File: config.mk
export PLATFORM = sky130hd
export DESIGN_NAME = wave_synth
export DESIGN_NICKNAME = d
export VERILOG_FILES = /design/src/rtl/wave_synth.sv
export SDC_FILE = /design/constraint.sdc
export NUM_CORES = 1
export LEC_CHECK = 0
export ABC_AREA = 1
export BUFFER_PORTS_ARGS = -buffer_cell sky130_fd_sc_hd__buf_2
export CORE_MARGIN = 2
export CORE_UTILIZATION = 55
export CTS_BUF_LIST = sky130_fd_sc_hd__clkbuf_2 sky130_fd_sc_hd__clkbuf_4 sky130_fd_sc_hd__clkbuf_8
export DETAILED_ROUTE_END_ITERATION = 12
export PLACE_DENSITY = 0.79
export SYNTH_ARGS = -nofsm -noshare
export SYNTH_HDL_FRONTEND = slang
export SYNTH_SLANG_ARGS = --single-unit
File: constraint.sdc
create_clock -name clk -period 2.9 [get_ports clk]
set_clock_uncertainty 0.05 [all_clocks]
set_input_delay 0.29 -clock clk [delete_from_list [all_inputs] [get_ports clk]]
set_output_delay 0.29 -clock clk [all_outputs]
set_load 0.01 [all_outputs]
File: src/rtl/wave_synth.sv
// wave_synth: divider-clocked 8-bit phase tone generator with square/saw/triangle/sine shaping and 256-clock PWM output.
// Optional macro SYNTH_SINE_EN builds a quarter-wave sine ROM for mode 11; otherwise mode 11 repeats the triangle.
module wave_synth (
    input  logic        clk,
    input  logic        nrst,
    input  logic [17:0] divider,
    input  logic [1:0]  mode,
    input  logic        strobe,
    output logic [7:0]  sample,
    output logic        pwm_out
);
    logic        gate_q;
    logic [17:0] div_q, tick_cnt;
    logic [1:0]  mode_q;
    logic [7:0]  phase, pwm_cnt, tri_s, wave_s, shaped;
    logic        step, wrap;

    assign step = tick_cnt == div_q - 18'd1;
    assign wrap = step && phase == 8'hff;
    assign tri_s = phase[7] ? {~phase[6:0], 1'b1} : {phase[6:0], 1'b0};

`ifdef SYNTH_SINE_EN
    localparam logic [6:0] sine_rom [64] = '{
          0,   3,   6,   9,  12,  16,  19,  22,  25,  28,  31,  34,  37,  40,  43,  46,
         49,  51,  54,  57,  60,  63,  65,  68,  71,  73,  76,  78,  81,  83,  85,  88,
         90,  92,  94,  96,  98, 100, 102, 104, 106, 107, 109, 111, 112, 113, 115, 116,
        117, 118, 120, 121, 122, 122, 123, 124, 125, 125, 126, 126, 126, 127, 127, 127
    };
    logic [5:0] q;
    logic [6:0] mag;
    // The falling quarter reads the table backwards; its q=0 point is the peak, which lies just past the table.
    assign q = phase[5:0];
    assign mag = phase[6] ? (q == 6'd0 ? 7'd127 : sine_rom[6'd0 - q]) : sine_rom[q];
    assign wave_s = phase[7] ? 8'd128 - {1'b0, mag} : 8'd128 + {1'b0, mag};
`else
    assign wave_s = tri_s;
`endif

    assign shaped = (!gate_q || div_q == 18'd0) ? 8'd0 :
                    mode_q == 2'd0 ? {8{~phase[7]}} :
                    mode_q == 2'd1 ? phase :
                    mode_q == 2'd2 ? tri_s : wave_s;

    // Note state: latch settings at onset and at phase wrap, step phase every div_q clocks while held.
    always_ff @(posedge clk or negedge nrst) begin
        if (!nrst) begin
            gate_q   <= 1'b0;
            div_q    <= '0;
            mode_q   <= '0;
            tick_cnt <= '0;
            phase    <= '0;
        end else begin
            gate_q <= strobe;
            if (strobe && !gate_q) begin
                div_q    <= divider;
                mode_q   <= mode;
                tick_cnt <= '0;
                phase    <= '0;
            end else if (strobe && div_q != 18'd0) begin
                tick_cnt <= step ? 18'd0 : tick_cnt + 18'd1;
                if (step) phase <= phase + 8'd1;
                if (wrap) begin
                    div_q  <= divider;
                    mode_q <= mode;
                end
            end else begin
                tick_cnt <= '0;
                phase    <= '0;
            end
        end
    end

    // Output stage: register the shaped sample, then compare it against the free-running PWM frame counter.
    always_ff @(posedge clk or negedge nrst) begin
        if (!nrst) begin
            sample  <= '0;
            pwm_out <= 1'b0;
            pwm_cnt <= '0;
        end else begin
            sample  <= shaped;
            pwm_out <= sample > pwm_cnt;
            pwm_cnt <= pwm_cnt + 8'd1;
        end
    end
endmodule

# ---- Yosys cells after proc, flatten, opt, wreduce, memory -nomap -nowiden
# Cells that the tools add are included.
dict set report totals {
  ff_bits 64
  latchBits 0
  ram_bits 0
  mem_bits_ro 0
  in_bits 23
  out_inout_bits 9
  elab_cells 46
  n_memories 0
}
dict set report op_classes {
  add_sub_neg 4
  mul 0
  div 0
  magnitude_cmp 1
  eq_ne 4
  shifts 0
  muxes 16
  bitwise_logic 2
  reduce_logical 11
}
# operator count
set ops {}
lappend ops {{2-to-1 mux 18 bit} 6}
lappend ops {{2-to-1 mux 8 bit} 7}
lappend ops {{adder 18 x 1 -> 18 bit (second input constant)} 1}
lappend ops {{== test 18 bit} 1}
lappend ops {{logical NOT 18 bit} 1}
lappend ops {{nonzero test 18 bit} 1}
lappend ops {{subtractor 18 x 1 -> 18 bit (second input constant)} 1}
lappend ops {{adder 8 x 1 -> 8 bit (second input constant)} 2}
lappend ops {{== test 8 bit (second input constant)} 1}
lappend ops {{greater-than comparator 8 bit} 1}
lappend ops {{inverter 7 bit} 1}
lappend ops {{2-to-1 mux 2 bit} 3}
lappend ops {{nonzero test 2 bit} 2}
lappend ops {{logical AND 1 bit} 3}
lappend ops {{inequality test 3 bit (second input constant)} 1}
lappend ops {{== test 2 x 1 -> 1 bit (second input constant)} 1}
lappend ops {{logical NOT 2 bit} 1}
lappend ops {{AND reduction 2 bit} 1}
lappend ops {{logical NOT 1 bit} 1}
lappend ops {{logical OR 1 bit} 1}
lappend ops {{inverter 1 bit} 1}

# ---- Depth between registers and ports, before layout
# Gate-level depths: netlist (run 1).
dict set report logic_depth {
  word_depth 6
  ltp_mapped 17
  ltp_nobuf 16
}

# ---- Least setup slack after synthesis (run 1)
# OpenSTA, ideal clock, no wires.
dict set report synth_timing {
  kind {flip-flop to flip-flop}
  startpoint {register div_q[0]}
  endpoint {register tick_cnt[12]}
  setup_time_ps 121
  arrival_time_ps 1868
  required_ps 2729
  path_slack_ps 861
  stages_incl_launch_ff 15
  path_buffers 1
  synth_period_minus_slack_ps 2039
  path_cell_list {dfrtp_1 inv_2 ha_1 nand3_2 nor2_4 nand2_1 nand2_1 nand2_1 nand2_1 nand4_1 nor2_4 nand3_2 nand2_4 buf_4 nor2_1}
}
dict set report synth_between {
  elab_chain_len 5
  elab_cells_between_ends 7
  cone_classes {add/sub (1); eq/ne (1); mux (3); reduce/logical (2)}
}
# element line
set synth_lines {}
lappend synth_lines {{start: declaration} 13} ;# logic [17:0] div_q, tick_cnt;
lappend synth_lines {{start signal: assignment} 55} ;# div_q <= divider;
lappend synth_lines {{start signal: assignment} 63} ;# div_q <= divider;
lappend synth_lines {{subtractor 18 x 1 -> 18 bit} 18} ;# assign step = tick_cnt == div_q - 18'd1;
lappend synth_lines {{== test 18 bit} 18}
lappend synth_lines {{2-to-1 mux 18 bit} 60} ;# tick_cnt <= step ? 18'd0 : tick_cnt + 18'd1;
lappend synth_lines {{2-to-1 mux 18 bit (*)} 59} ;# end else if (strobe && div_q != 18'd0) begin
lappend synth_lines {{2-to-1 mux 18 bit (*)} 54} ;# if (strobe && !gate_q) begin
lappend synth_lines {{end signal: assignment} 60}
lappend synth_lines {{end: declaration} 13}
# Mark *: on every way between the ends. The rest lies on a longest branch, timed or not.
# A chain may end at the register's enable or synchronous reset.

# ---- Worst setup path in the final report (run 1)
dict set report layout_timing {
  startpoint {register div_q[0]}
  endpoint {register div_q[16]}
}
dict set report layout_between {
  elab_chain_len 5
  elab_cells_between_ends 8
  cone_classes {add/sub (1); eq/ne (1); reduce/logical (6)}
}
# element line
set layout_lines {}
lappend layout_lines {{subtractor 18 x 1 -> 18 bit} 18}
lappend layout_lines {{== test 18 bit} 18}
lappend layout_lines {{logical AND 1 bit} 19} ;# assign wrap = step && phase == 8'hff;
lappend layout_lines {{nonzero test 2 bit (no source line)} n/a}
lappend layout_lines {{AND reduction 2 bit (no source line) (*)} n/a}
# Marked as above.

==> summary.txt, run 1 <==
Status
  • Status: complete, no violations

Synthesis
  • Post-Syn Area: 3960 um2
  • Synth warnings: 0
  • Synth Area per Inst: 7.74 um2
  • Sequential area share after synthesis: 0.405
  • Gate Count Post-Synth: 511
  • Synth unique cells: 38
  • Syn Nets: 547
  • #FFs+latches synth: 64

Clocking
  • Clk Latency, worst-skew pair: ~360 ps
  • CTS clk-pin slew, worst paths: 80 ps
  • # Post-CTS Setup Buffers: 0
  • H-tree levels: 3
  • Clock sinks: 64
  • CTS Buf Count: 9
  • Bufs on Longest Clock Path: 2
  • CTS root buffer: clkbuf_8
  • Post-cts gate resize count: 0
  • CTS tree: done
  • Cts hold-fix bufs: 1

Die
  • Chip height: 88.8 um
  • Core area: around 7000 um2
  • # rows: 30
  • Die ar.: 7890 um2
  • Die X: 88.8 um
  • Initial Util: 0.576
  • IO Pins: 32

Timing
  • Tcrit/Tclk final: 0.856
  • Max-Slew Margin vs Limit: 0.625
  • Worst slew pin tran: 563 ps
  • Final setup vio count: 0
  • Fmax: slightly above 0.4 GHz
  • Final worst-path setup slack: 418 ps
  • Final hold viol count: 0
  • Final Max Tran Viols: 0
  • Setup TNS: 0 ps
  • Worst hold margin: 37.7 ps
  • Period minus WS final: 2480 ps
  • RSZ-0062 raised after global routing: false

Pwr
  • Sequential share of power: 0.458
  • Peak supply drop: 0.000354 V
  • Sw Ratio: 0.324
  • Pleak: 2.21 nW
  • Overall power consumption: 2.21 mW
  • Clock power share: 0.366
  • P_sw: 0.717 mW
  • Internal power: 1.49 mW
  • P per Cell Area: 505 nW/um2
  • Combinational Power Share: 0.176

Setup path
  • CP Capture Type: register
  • Crit path kind: register to register
  • Critical Path AT: around 2700 ps
  • Maximum net fanout on the critical path: 20
  • Worst Path Required: 3150 ps
  • Worst Setup Start Kind: register

Global routing
  • Largest net degree at the start of global routing: just over 40
  • Tot GR Track Use: 0.251
  • Number of global-route vias before repair: 3264
  • Antenna violations before repair: 0
  • GR Overflow Total: 0
  • First-pass GRT wire length: 15.1 mm

Place
  • DP Wirelength: approximately 6.4 mm
  • Buffers on Ports: 31
  • Final GP Congestion: 0.881
  • Cells after DPL: 630
  • Pre-CTS setup slack: 444 ps
  • Post-DP Area: 4170 um2

Route
  • Vias per cell: 5.23
  • Post-DRT Antenna Nets: 0
  • Vias: 3382
  • Total wire length: 8.73 mm
  • DRC: 0
  • DRT Pass-1 Iters: 4
  • Wire per inst: about 13 um
  • Detailed Route Iter0 Violations: about 180

Final layout
  • # diodes: 0
  • Layout cells sized above 1: 0.156
  • Post-Route Utilization: 0.638
  • Design area: 4380 um2
  • Final Non-Filler Cells: 647
  • Net count, final: 582
  • Synth-to-layout area growth: 10.7%

Worst hold path
  • Hold Crit Class: input port to register

Run
  • Number of max-cap violations: 0
-- metal layers --
metal	up-vias	track usage	wire length, um
met4	0	0.0937	163
met2	107	0.386	4020
met3	15	0.0709	542
li1	1690	-	-
met5	-	0	0
met1	1570	0.337	4000
-- kinds of logic (layout without fill, tap and decap cells) --
| kind of cell | Yosys count | count (layout) | synth area share |
|---|---|---|---|
| and+or+nand+nor | 285 | 285 | 0.327 |
| buffers and inverters | 76 | 116 | 0.0835 |
| DFF | 64 | 64 | 0.405 |
| AOI/OAI and AO/OA | 39 | 39 | 0.0611 |
| xor gates and xnor gates | 34 | 34 | 0.0823 |
| adders and majority gates | 13 | 13 | 0.0411 |
-- power by group through the flow --
| stage | clock, mW | combinational (mW) | sequential (mW) |
|---|---|---|---|
| final | 0.809 | 0.390 | 1.01 |
| after global routing | 0.853 | 0.448 | 1.02 |
| after CTS | 0.813 | 0.392 | 1.01 |
| after detailed placement | 0 | 0.388 | 1.03 |
| after global placement | 0 | 0.377 | 1.03 |
| after floorplan | 0 | 0.287 | 1.02 |
-- layout by cell type (no fill, tap or decap), types with 3 or more instances in the layout --
cell type     n
nand2_2       8
clkinvlp_4    3
o21ai_2       5
nor2_2        7
o21ai_0      11
buf_4         3
nand3_1      51
a21oi_1      12
nor2_1       61
ha_1         13
buf_2        31
inv_2         5
nand2_1     130
xor2_1       27
dfrtp_1      64
a2111oi_0     5
nand2_4       3
xnor2_1       5
clkbuf_8      9
inv_1        58
nand4_1       3
nor3_1        9
-- critical path, cell delays in order (launching register included) --
cell     delay (ps)
dfrtp_1         410
inv_2            80
ha_1            240
nand3_2         150
inv_2            70
nand2_1          80
nor2_1           60
nand2_1         100
nand2_2         130
nor3b_1         310
nand4_2         160
nand2_2         360
nand2_1         140
nand2_1          80
-- cell type report --
cell class                 count  area [um2]
clock inverter                 7        78.8
inverter                      65         244
fill                         611        2490
sequential                    64        1600
tap                           96         120
clock buffer                   9         124
timing repair buffer          35         188
multi-input combinational    371        2020
-- registers in the layout (all words and copies together) (netlist names) --
register,cells
pwm_out,1
div_q,18
sample,8
pwm_cnt,8
tick_cnt,18
phase,8
mode_q,2
gate_q,1
-- synth_stat cells --
library cell / instances / area (um2)
o21ai_1: 2 / 10.0
nor2_8: 1 / 20.0
nor2_4: 2 / 22.5
o22ai_1: 1 / 6.26
o21ai_2: 5 / 43.8
buf_12: 1 / 20.0
clkbuf_1: 4 / 15.0
xor2_1: 27 / 236
nand4_2: 1 / 12.5
nand2_1: 130 / 488
clkinv_1: 2 / 7.51
nor3b_1: 1 / 7.51
xnor2_1: 5 / 43.8
a21oi_1: 12 / 60.1
nor4_1: 2 / 12.5
inv_2: 5 / 18.8
nand3b_1: 2 / 15.0
nor3_2: 2 / 20.0
nand2_4: 3 / 33.8
inv_1: 58 / 218
nand4_1: 3 / 18.8
nand3_2: 2 / 20.0
dfrtp_1: 64 / 1600
a221oi_1: 1 / 8.76
nor3_1: 9 / 45.0
buf_4: 1 / 7.51
nor2_2: 7 / 43.8
buf_2: 2 / 10.0
ha_1: 13 / 163
a2111oi_0: 5 / 43.8
nor2_1: 61 / 229
buf_6: 3 / 33.8
nand3_1: 51 / 255
o21bai_1: 1 / 7.51
o21ai_0: 11 / 55.1
nand2_2: 8 / 50.1
a31oi_1: 1 / 6.26
xnor3_1: 2 / 45.0
-- final timing paths --
path / start / to / slack, ps / depth (start not counted)
worst min-delay path: strobe / gate_q / 40 / 1
worst min register to register: pwm_cnt[0] / pwm_cnt[0] / 450 / 1
min in group asynchronous: nrst / mode_q[1] / 400 / 2
worst max register to register: div_q[0] / div_q[16] / 420 / 13
max in group asynchronous: nrst / pwm_cnt[7] / 1490 / 3
worst max-delay path: div_q[0] / div_q[16] / 420 / 13
No activity file was read; power rests on OpenSTA's default activity.
==> run 2, diff against run 1 <==
==> config.mk (replaced) <==
export PLATFORM = sky130hd
export DESIGN_NAME = wave_synth
export DESIGN_NICKNAME = d
export VERILOG_FILES = /design/src/rtl/wave_synth.sv
export SDC_FILE = /design/constraint.sdc
export NUM_CORES = 1
export LEC_CHECK = 0
export BUFFER_PORTS_ARGS = -buffer_cell sky130_fd_sc_hd__buf_2
export CORE_MARGIN = 2
export CORE_UTILIZATION = 35
export CTS_BUF_LIST = sky130_fd_sc_hd__clkbuf_2 sky130_fd_sc_hd__clkbuf_4 sky130_fd_sc_hd__clkbuf_8
export DETAILED_ROUTE_END_ITERATION = 12
export PLACE_DENSITY = 0.56
export SYNTH_ARGS = -nofsm -noshare
export SYNTH_HDL_FRONTEND = slang
export SYNTH_SLANG_ARGS = --single-unit
==> summary.txt, run 2 <==
Synthesis
  • Synth async-reset ratio: 1.00 (unchanged)
  • Yosys top cell area share: 0.373 (was 0.405)
  • #FFs+latches synth: 64 (unchanged)
  • Synth unique cells: 54 (was 38)
  • Gate Count Post-Synth: 490 (was 511)
  • Sequential area share after synthesis: 0.373 (was 0.405)
  • Most frequent cells after synthesis: 64 x dfrtp_1, 44 x nor2_1, 40 x nand3_1 (was 130 x nand2_1, 64 x dfrtp_1, 61 x nor2_1)
  • Post-synth EDFFs: 0 (unchanged)
  • Main synth FF type: dfrtp_1 (unchanged)
  • Post-synth top area cell: dfrtp_1 (unchanged)
  • Top-count cell post-synth: dfrtp_1 (was nand2_1)
  • Synth warnings: 0 (unchanged)
  • Synth Area per Inst: 8.77 um2 (was 7.74 um2)
  • Post-Syn Area: 4300 um2 (was 3960 um2)
  • Syn Nets: 526 (was 547)
  • Synth area leaders: dfrtp_1 37%, xnor2_1 5.3%, a222oi_1 4.7% (was dfrtp_1 40%, nand2_1 12%, nand3_1 6.5%)

Clocking
  • Clk Latency, worst-skew pair: 360 ps (about the same)
  • # Post-CTS Setup Buffers: 0 (unchanged)
  • CTS tree: done (unchanged)
  • H-tree levels: 3 (unchanged)
  • CTS Buf Count: 9 (unchanged)
  • Bufs on Longest Clock Path: 2 (unchanged)
  • Clock sinks: 64 (unchanged)
  • CTS root buffer: clkbuf_8 (unchanged)
  • CTS clk-pin slew, worst paths: 70 ps (was 80 ps)

Die
  • IO Pins: 32 (unchanged)
  • Chip height: 115 um (was 88.8 um)
  • Die X: 115 um (was 88.8 um)
  • Initial Util: 0.358 (was 0.576)
  • # rows: 40 (was 30)
  • Core area: 12000 um2 (was 6870 um2)
  • Die ar.: 13200 um2 (was 7890 um2)

Final layout
  • Post-Route Utilization: 0.413 (was 0.638)
  • Largest regs: div_q (18), tick_cnt (18) (unchanged)
  • Synth-to-layout area growth: 15.4% (was 10.7%)
  • Final Non-Filler Cells: 673 (was 647)
  • Net count, final: 557 (was 582)
  • Commonest non-fill, non-tap cell in the layout: dfrtp_1 (was nand2_1)
  • # diodes: 0 (unchanged)
  • Leading cell types in the layout, fill and taps excluded: 64 x dfrtp_1, 44 x nor2_1, 40 x nand3_1 (was 130 x nand2_1, 64 x dfrtp_1, 61 x nor2_1)
  • Layout cells sized above 1: 0.186 (was 0.156)

Worst hold path
  • Hold Crit Class: input port to async pin (was input port to register)

Pwr
  • Combinational Power Share: 0.121 (was 0.176)
  • Sequential share of power: 0.464 (was 0.458)
  • P_sw: 0.553 mW (was 0.717 mW)
  • Pleak: 1.90 nW (was 2.21 nW)
  • Internal power: 1.53 mW (was 1.49 mW)
  • P per Cell Area: 421 nW/um2 (was 505 nW/um2)
  • Peak supply drop: 0.000289 V (was 0.000354 V)
  • Clock power share: 0.415 (was 0.366)
  • Sw Ratio: 0.265 (was 0.324)
  • Overall power consumption: 2.09 mW (was 2.21 mW)

Setup path
  • Critical Path AT: 2930 ps (was 2740 ps)
  • Worst r2r dst: phase[7] (was div_q[16])
  • CP startpoint: div_q[5] (was div_q[0])
  • CP Capture Type: register (unchanged)
  • Slowest cell on crit path: or4_4 (was dfrtp_1)
  • Worst R2R Path Depth: 8 (was 13)
  • Most used cell, CP: nor4_2 (was nand2_1)
  • CP endpoint: phase[7] (was div_q[16])
  • Flop2flop setup slack: 200 ps (was 420 ps)
  • Crit path kind: register to register (unchanged)
  • Worst Setup Start Kind: register (unchanged)
  • Worst path cell trace: or4_4 -> nor4_2 -> xnor2_1 -> nor4_2 -> nand4_2 -> buf_12 -> nor4_2 -> mux2i_1 (was inv_2 -> ha_1 -> nand3_2 -> inv_2 -> nand2_1 -> nor2_1 -> nand2_1 -> nand2_2 -> nor3b_1 -> nand4_2 -> nand2_2 -> nand2_1 -> nand2_1)
  • Worst Path Required: 3130 ps (was 3150 ps)
  • Launch point of the worst reg-to-reg path: div_q[5] (was div_q[0])
  • Maximum net fanout on the critical path: 32 (was 20)
  • Crit-path max cell delay: 530 ps (was 410 ps)

Run
  • Number of max-cap violations: 0 (unchanged)

Route
  • Post-DRT Antenna Nets: 0 (unchanged)
  • DRT Pass-1 Iters: 6 (was 4)
  • Wire per inst: 16.8 um (was 13.5 um)
  • Vias: 3822 (was 3382)
  • DRC: 0 (unchanged)
  • Detailed Route Iter0 Violations: 314 (was 184)
  • Total wire length: 11.3 mm (was 8.73 mm)
  • Vias per cell: 5.68 (was 5.23)

Timing
  • Final setup vio count: 0 (unchanged)
  • Final hold viol count: 0 (unchanged)
  • Max-Slew Margin vs Limit: 0.332 (was 0.625)
  • Worst hold margin: 44.1 ps (was 37.7 ps)
  • Setup TNS: 0 ps (unchanged)
  • Period minus WS final: 2700 ps (was 2480 ps)
  • Worst slew pin tran: 1000 ps (was 563 ps)
  • Final Max Tran Viols: 0 (unchanged)
  • Fmax: 0.370 GHz (was 0.403 GHz)
  • Tcrit/Tclk final: 0.931 (was 0.856)
  • RSZ-0062 raised after global routing: false (unchanged)

Status
  • Status: complete, no violations (unchanged)

Global routing
  • Tot GR Track Use: 0.180 (was 0.251)
  • First-pass GRT wire length: 18.7 mm (was 15.1 mm)
  • Largest net degree at the start of global routing: 42 (was 41)
  • Number of global-route vias before repair: 3724 (was 3264)
  • Antenna violations before repair: 0 (unchanged)
  • GR Overflow Total: 0 (unchanged)

Place
  • Final GP Congestion: 0.851 (was 0.881)
  • Buffers on Ports: 31 (unchanged)
  • Cells after DPL: 657 (was 630)
  • DP Wirelength: 7.94 mm (was 6.41 mm)
## run 2: repair_timing
action                                  4_1_cts  5_1_grt
resized for setup                             0        8
hold buffers                                  0        0
endpoints found under the setup margin        0       28
## run 2: final cells by class
cell class | instances | area (um2)
Clock buffer | 10 | 138
Clock inverter | 6 | 82.6
Fill cell | 1174 | 7050
Inverter | 19 | 71.3
Multi-Input combinational cell | 372 | 2510
Sequential cell | 64 | 1600
Tap cell | 147 | 184
Timing Repair Buffer | 55 | 373
## run 2: cells by family (layout without fill, tap and decap cells)
family,after synthesis,after routing,synth area share
flip-flops,64,64,0.373
XOR/XNOR,41,41,0.0835
AO/OA/AOI/OAI,112,112,0.192
multiplexers,9,9,0.0215
AND/OR/NAND/NOR,197,197,0.239
adder cells (fa/ha/maj),13,13,0.0378
buffers and inverters,54,90,0.0541
## run 2: per-layer routing
| metal | vias to the layer above | GRT usage | wire length, um |
|---|---|---|---|
| met1 | 1851 | 0.253 | 5340 |
| met2 | 114 | 0.273 | 5100 |
| met5 | - | 0 | 0 |
| met4 | 0 | 0.0699 | 146 |
| li1 | 1847 | - | - |
| met3 | 10 | 0.0385 | 686 |
## run 2: metrics by stage
stage          instance area, um2  worst slack, ps
2_1_floorplan                4300              166
3_3_place_gp                 4690              232
3_5_place_dp                 4690              136
4_1_cts                      4910              104
5_1_grt                      4960             42.0
6_report                     4960              201
## run 2: worst min-delay path by stage
stage	start	cells past startpoint	slack, ps	to
2_1_floorplan	nrst	0	-60	div_q[0]
3_3_place_gp	pwm_cnt[5]	1	420	pwm_cnt[5]
3_5_place_dp	pwm_cnt[5]	1	410	pwm_cnt[5]
4_1_cts	nrst	1	80	tick_cnt[6]
5_1_grt	nrst	1	120	tick_cnt[6]
6_report	nrst	1	40	div_q[4]
## run 2: critical path, delay by kind of cell (launching register included)
| family | cells | cell delay (ps) |
|---|---|---|
| DFF | 1 | 460 |
| buffers and inverters | 1 | 200 |
| muxes | 1 | 240 |
| xor gates and xnor gates | 1 | 140 |
| and+or+nand+nor | 5 | 1500 |
## run 2: power groups by stage
stage               clock network (mW)  registers (mW)  logic, mW
floorplan                            0           0.962      0.167
global placement                     0           0.981      0.243
detailed placement                   0           0.982      0.249
CTS                              0.890           0.965      0.250
global route                     0.927           0.973      0.281
finish                           0.867           0.969      0.252
==> run 3, diff against run 2 <==
==> constraint.sdc (replaced) <==
create_clock -name clk -period 2.68 [get_ports clk]
set_clock_uncertainty 0.05 [all_clocks]
set_input_delay 0.268 -clock clk [delete_from_list [all_inputs] [get_ports clk]]
set_output_delay 0.268 -clock clk [all_outputs]
set_load 0.01 [all_outputs]
==> summary.txt, run 3 (synthesized netlist as in run 2, its figures left out) <==
Place
  • DP Wirelength: 8.16 mm (was 7.94 mm)
  • Buffers on Ports: 31 (unchanged)
  • Pre-CTS setup slack: -202 ps (was 136 ps)
  • Final GP Congestion: 0.897 (was 0.851)

Timing
  • Final hold viol count: 0 (unchanged)
  • Setup TNS: -2350 ps (was 0 ps)
  • Fmax: 0.362 GHz (was 0.370 GHz)
  • Period minus WS final: 2760 ps (was 2700 ps)
  • Tcrit/Tclk final: 1.03 (was 0.931)
  • RSZ-0062 raised after global routing: true (was false)
  • Final worst-path setup slack: -82.3 ps (was 201 ps)
  • Final Max Tran Viols: 0 (unchanged)
  • Worst hold margin: 33.1 ps (was 44.1 ps)
  • Final setup vio count: 46 (was 0)
  • Worst slew pin tran: 866 ps (was 1000 ps)
  • Max-Slew Margin vs Limit: 0.423 (was 0.332)

Route
  • DRC: 0 (unchanged)
  • Wire per inst: 17.1 um (was 16.8 um)
  • Total wire length: 12.1 mm (was 11.3 mm)
  • Vias: 4068 (was 3822)
  • Post-DRT Antenna Nets: 0 (unchanged)
  • Vias per cell: 5.75 (was 5.68)
  • DRT Pass-1 Iters: 6 (unchanged)
  • Detailed Route Iter0 Violations: 436 (was 314)

Final layout
  • Synth-to-layout area growth: 24.9% (was 15.4%)
  • Commonest non-fill, non-tap cell in the layout: dfrtp_1 (unchanged)
  • Layout cells sized above 1: 0.276 (was 0.186)
  • Leading cell types in the layout, fill and taps excluded: 61 x dfrtp_1, 46 x buf_4, 40 x nand3_1 (was 64 x dfrtp_1, 44 x nor2_1, 40 x nand3_1)
  • Post-Route Utilization: 0.447 (was 0.413)
  • Largest regs: div_q (18), tick_cnt (18) (unchanged)
  • # diodes: 0 (unchanged)
  • Net count, final: 592 (was 557)

Clocking
  • Cts hold-fix bufs: 0 (unchanged)
  • CTS root buffer: clkbuf_8 (unchanged)
  • CTS Buf Count: 9 (unchanged)
  • CTS clk-pin slew, worst paths: 90 ps (was 70 ps)
  • Clk Latency, worst-skew pair: 370 ps (was 360 ps)
  • Clock sinks: 64 (unchanged)
  • H-tree levels: 3 (unchanged)
  • Bufs on Longest Clock Path: 2 (unchanged)
  • CTS tree: done (unchanged)

Global routing
  • First-pass GRT wire length: 19.7 mm (was 18.7 mm)
  • Antenna violations before repair: 0 (unchanged)
  • Tot GR Track Use: 0.188 (was 0.180)
  • Largest net degree at the start of global routing: 65 (was 42)
  • Number of global-route vias before repair: 4006 (was 3724)
  • GR Overflow Total: 0 (unchanged)

Setup path
  • CP Capture Type: register (unchanged)
  • Worst Path Required: 2880 ps (was 3130 ps)
  • Worst R2R Path Depth: 9 (was 8)
  • Worst Setup Start Kind: register (unchanged)
  • Maximum net fanout on the critical path: 5 (was 32)
  • Critical Path AT: 2960 ps (was 2930 ps)
  • Crit path kind: register to register (unchanged)

Status
  • Status: finished with violations (was complete, no violations)
  • Failing checks: setup timing

Die
  • Chip height: 115 um (unchanged)
  • Die ar.: 13200 um2 (unchanged)
  • # rows: 40 (unchanged)
  • Core area: 12000 um2 (unchanged)
  • Initial Util: 0.358 (unchanged)
  • Die X: 115 um (unchanged)
  • IO Pins: 32 (unchanged)

Pwr
  • P per Cell Area: 403 nW/um2 (was 421 nW/um2)
  • Clock power share: 0.368 (was 0.415)
  • P_sw: 0.653 mW (was 0.553 mW)
  • Combinational Power Share: 0.151 (was 0.121)
  • Pleak: 2.11 nW (was 1.90 nW)
  • Sw Ratio: 0.302 (was 0.265)
  • Internal power: 1.51 mW (was 1.53 mW)
  • Peak supply drop: 0.000181 V (was 0.000289 V)
  • Sequential share of power: 0.480 (was 0.464)

Worst hold path
  • Hold Crit Class: input port to async pin (unchanged)

Run
  • Number of max-cap violations: 0 (unchanged)
## run 3: cell count changes in the layout (fill, tap and decap cells not counted), sizes merged
| cell | delta |
|---|---|
| inv | +1 |
| clkinvlp | +3 |
| clkinv | -2 |
| clkbuf | +3 |
| bufinv | -2 |
| buf | +32 |
## run 3: final timing paths
path,end,startpoint,slack [ps]
min in group clk,div_q[8],divider[8],120
hold reg to reg,pwm_cnt[0],pwm_cnt[0],430
max in group asynchronous,div_q[1],nrst,1910
setup reg to reg,tick_cnt[16],div_q[3],-80
setup / recovery,tick_cnt[16],div_q[3],-80
hold / removal,div_q[5],nrst,30
## run 3: per-layer routing
layer  vias to the layer above  wire length (um)  GRT usage
met5                         -                 0          0
met3                        25               848     0.0480
met2                       143              5560      0.298
li1                       1931                 -          -
met4                         0               290     0.0659
met1                      1969              5440      0.251
## run 3: final cells by class
| cell class | instances | area, um2 |
|---|---|---|
| multi-input combinational | 372 | 2620 |
| clock buffer | 10 | 138 |
| tap | 147 | 184 |
| sequential | 64 | 1610 |
| clock inverter | 6 | 43.8 |
| timing repair buffer | 90 | 709 |
| inverter | 19 | 71.3 |
| fill | 1156 | 6640 |
## run 3: power by group through the flow
stage                     clock, mW  combinational [mW]  sequential, mW
after global routing          0.869               0.364            1.04
after detailed placement          0               0.297            1.05
after global placement            0               0.289            1.05
after CTS                     0.819               0.306            1.04
final                         0.797               0.327            1.04
after floorplan                   0               0.181            1.04
## run 3: per-stage QoR
| stage | instances | total power, mW | area (um2) |
|---|---|---|---|
| floorplan | 490 | 1.22 | 4300 |
| global placement | 680 | 1.34 | 4840 |
| detailed placement | 680 | 1.35 | 4840 |
| CTS | 698 | 2.16 | 5100 |
| global route | 708 | 2.28 | 5370 |
| finish | 708 | 2.16 | 5370 |
## run 3: critical path: stages (launching register included)
cell and delay, ps:
dfrtp_1 440, or4_4 590, nor3_1 210, o21ai_1 120, a2111oi_4 330, nand4_2 190
buf_4 180, o21ai_4 270, clkbuf_16 210, nor2_2 40
## run 3: what timing repair did
item | 4_1_cts | 5_1_grt
gates resized for setup | 11 | 38
pin swaps | 5 | 25
hold endpoints to repair | 0 | 0
buffers inserted | 2 | 4
cloned | 0 | 6
setup endpoints to repair | 46 | 46
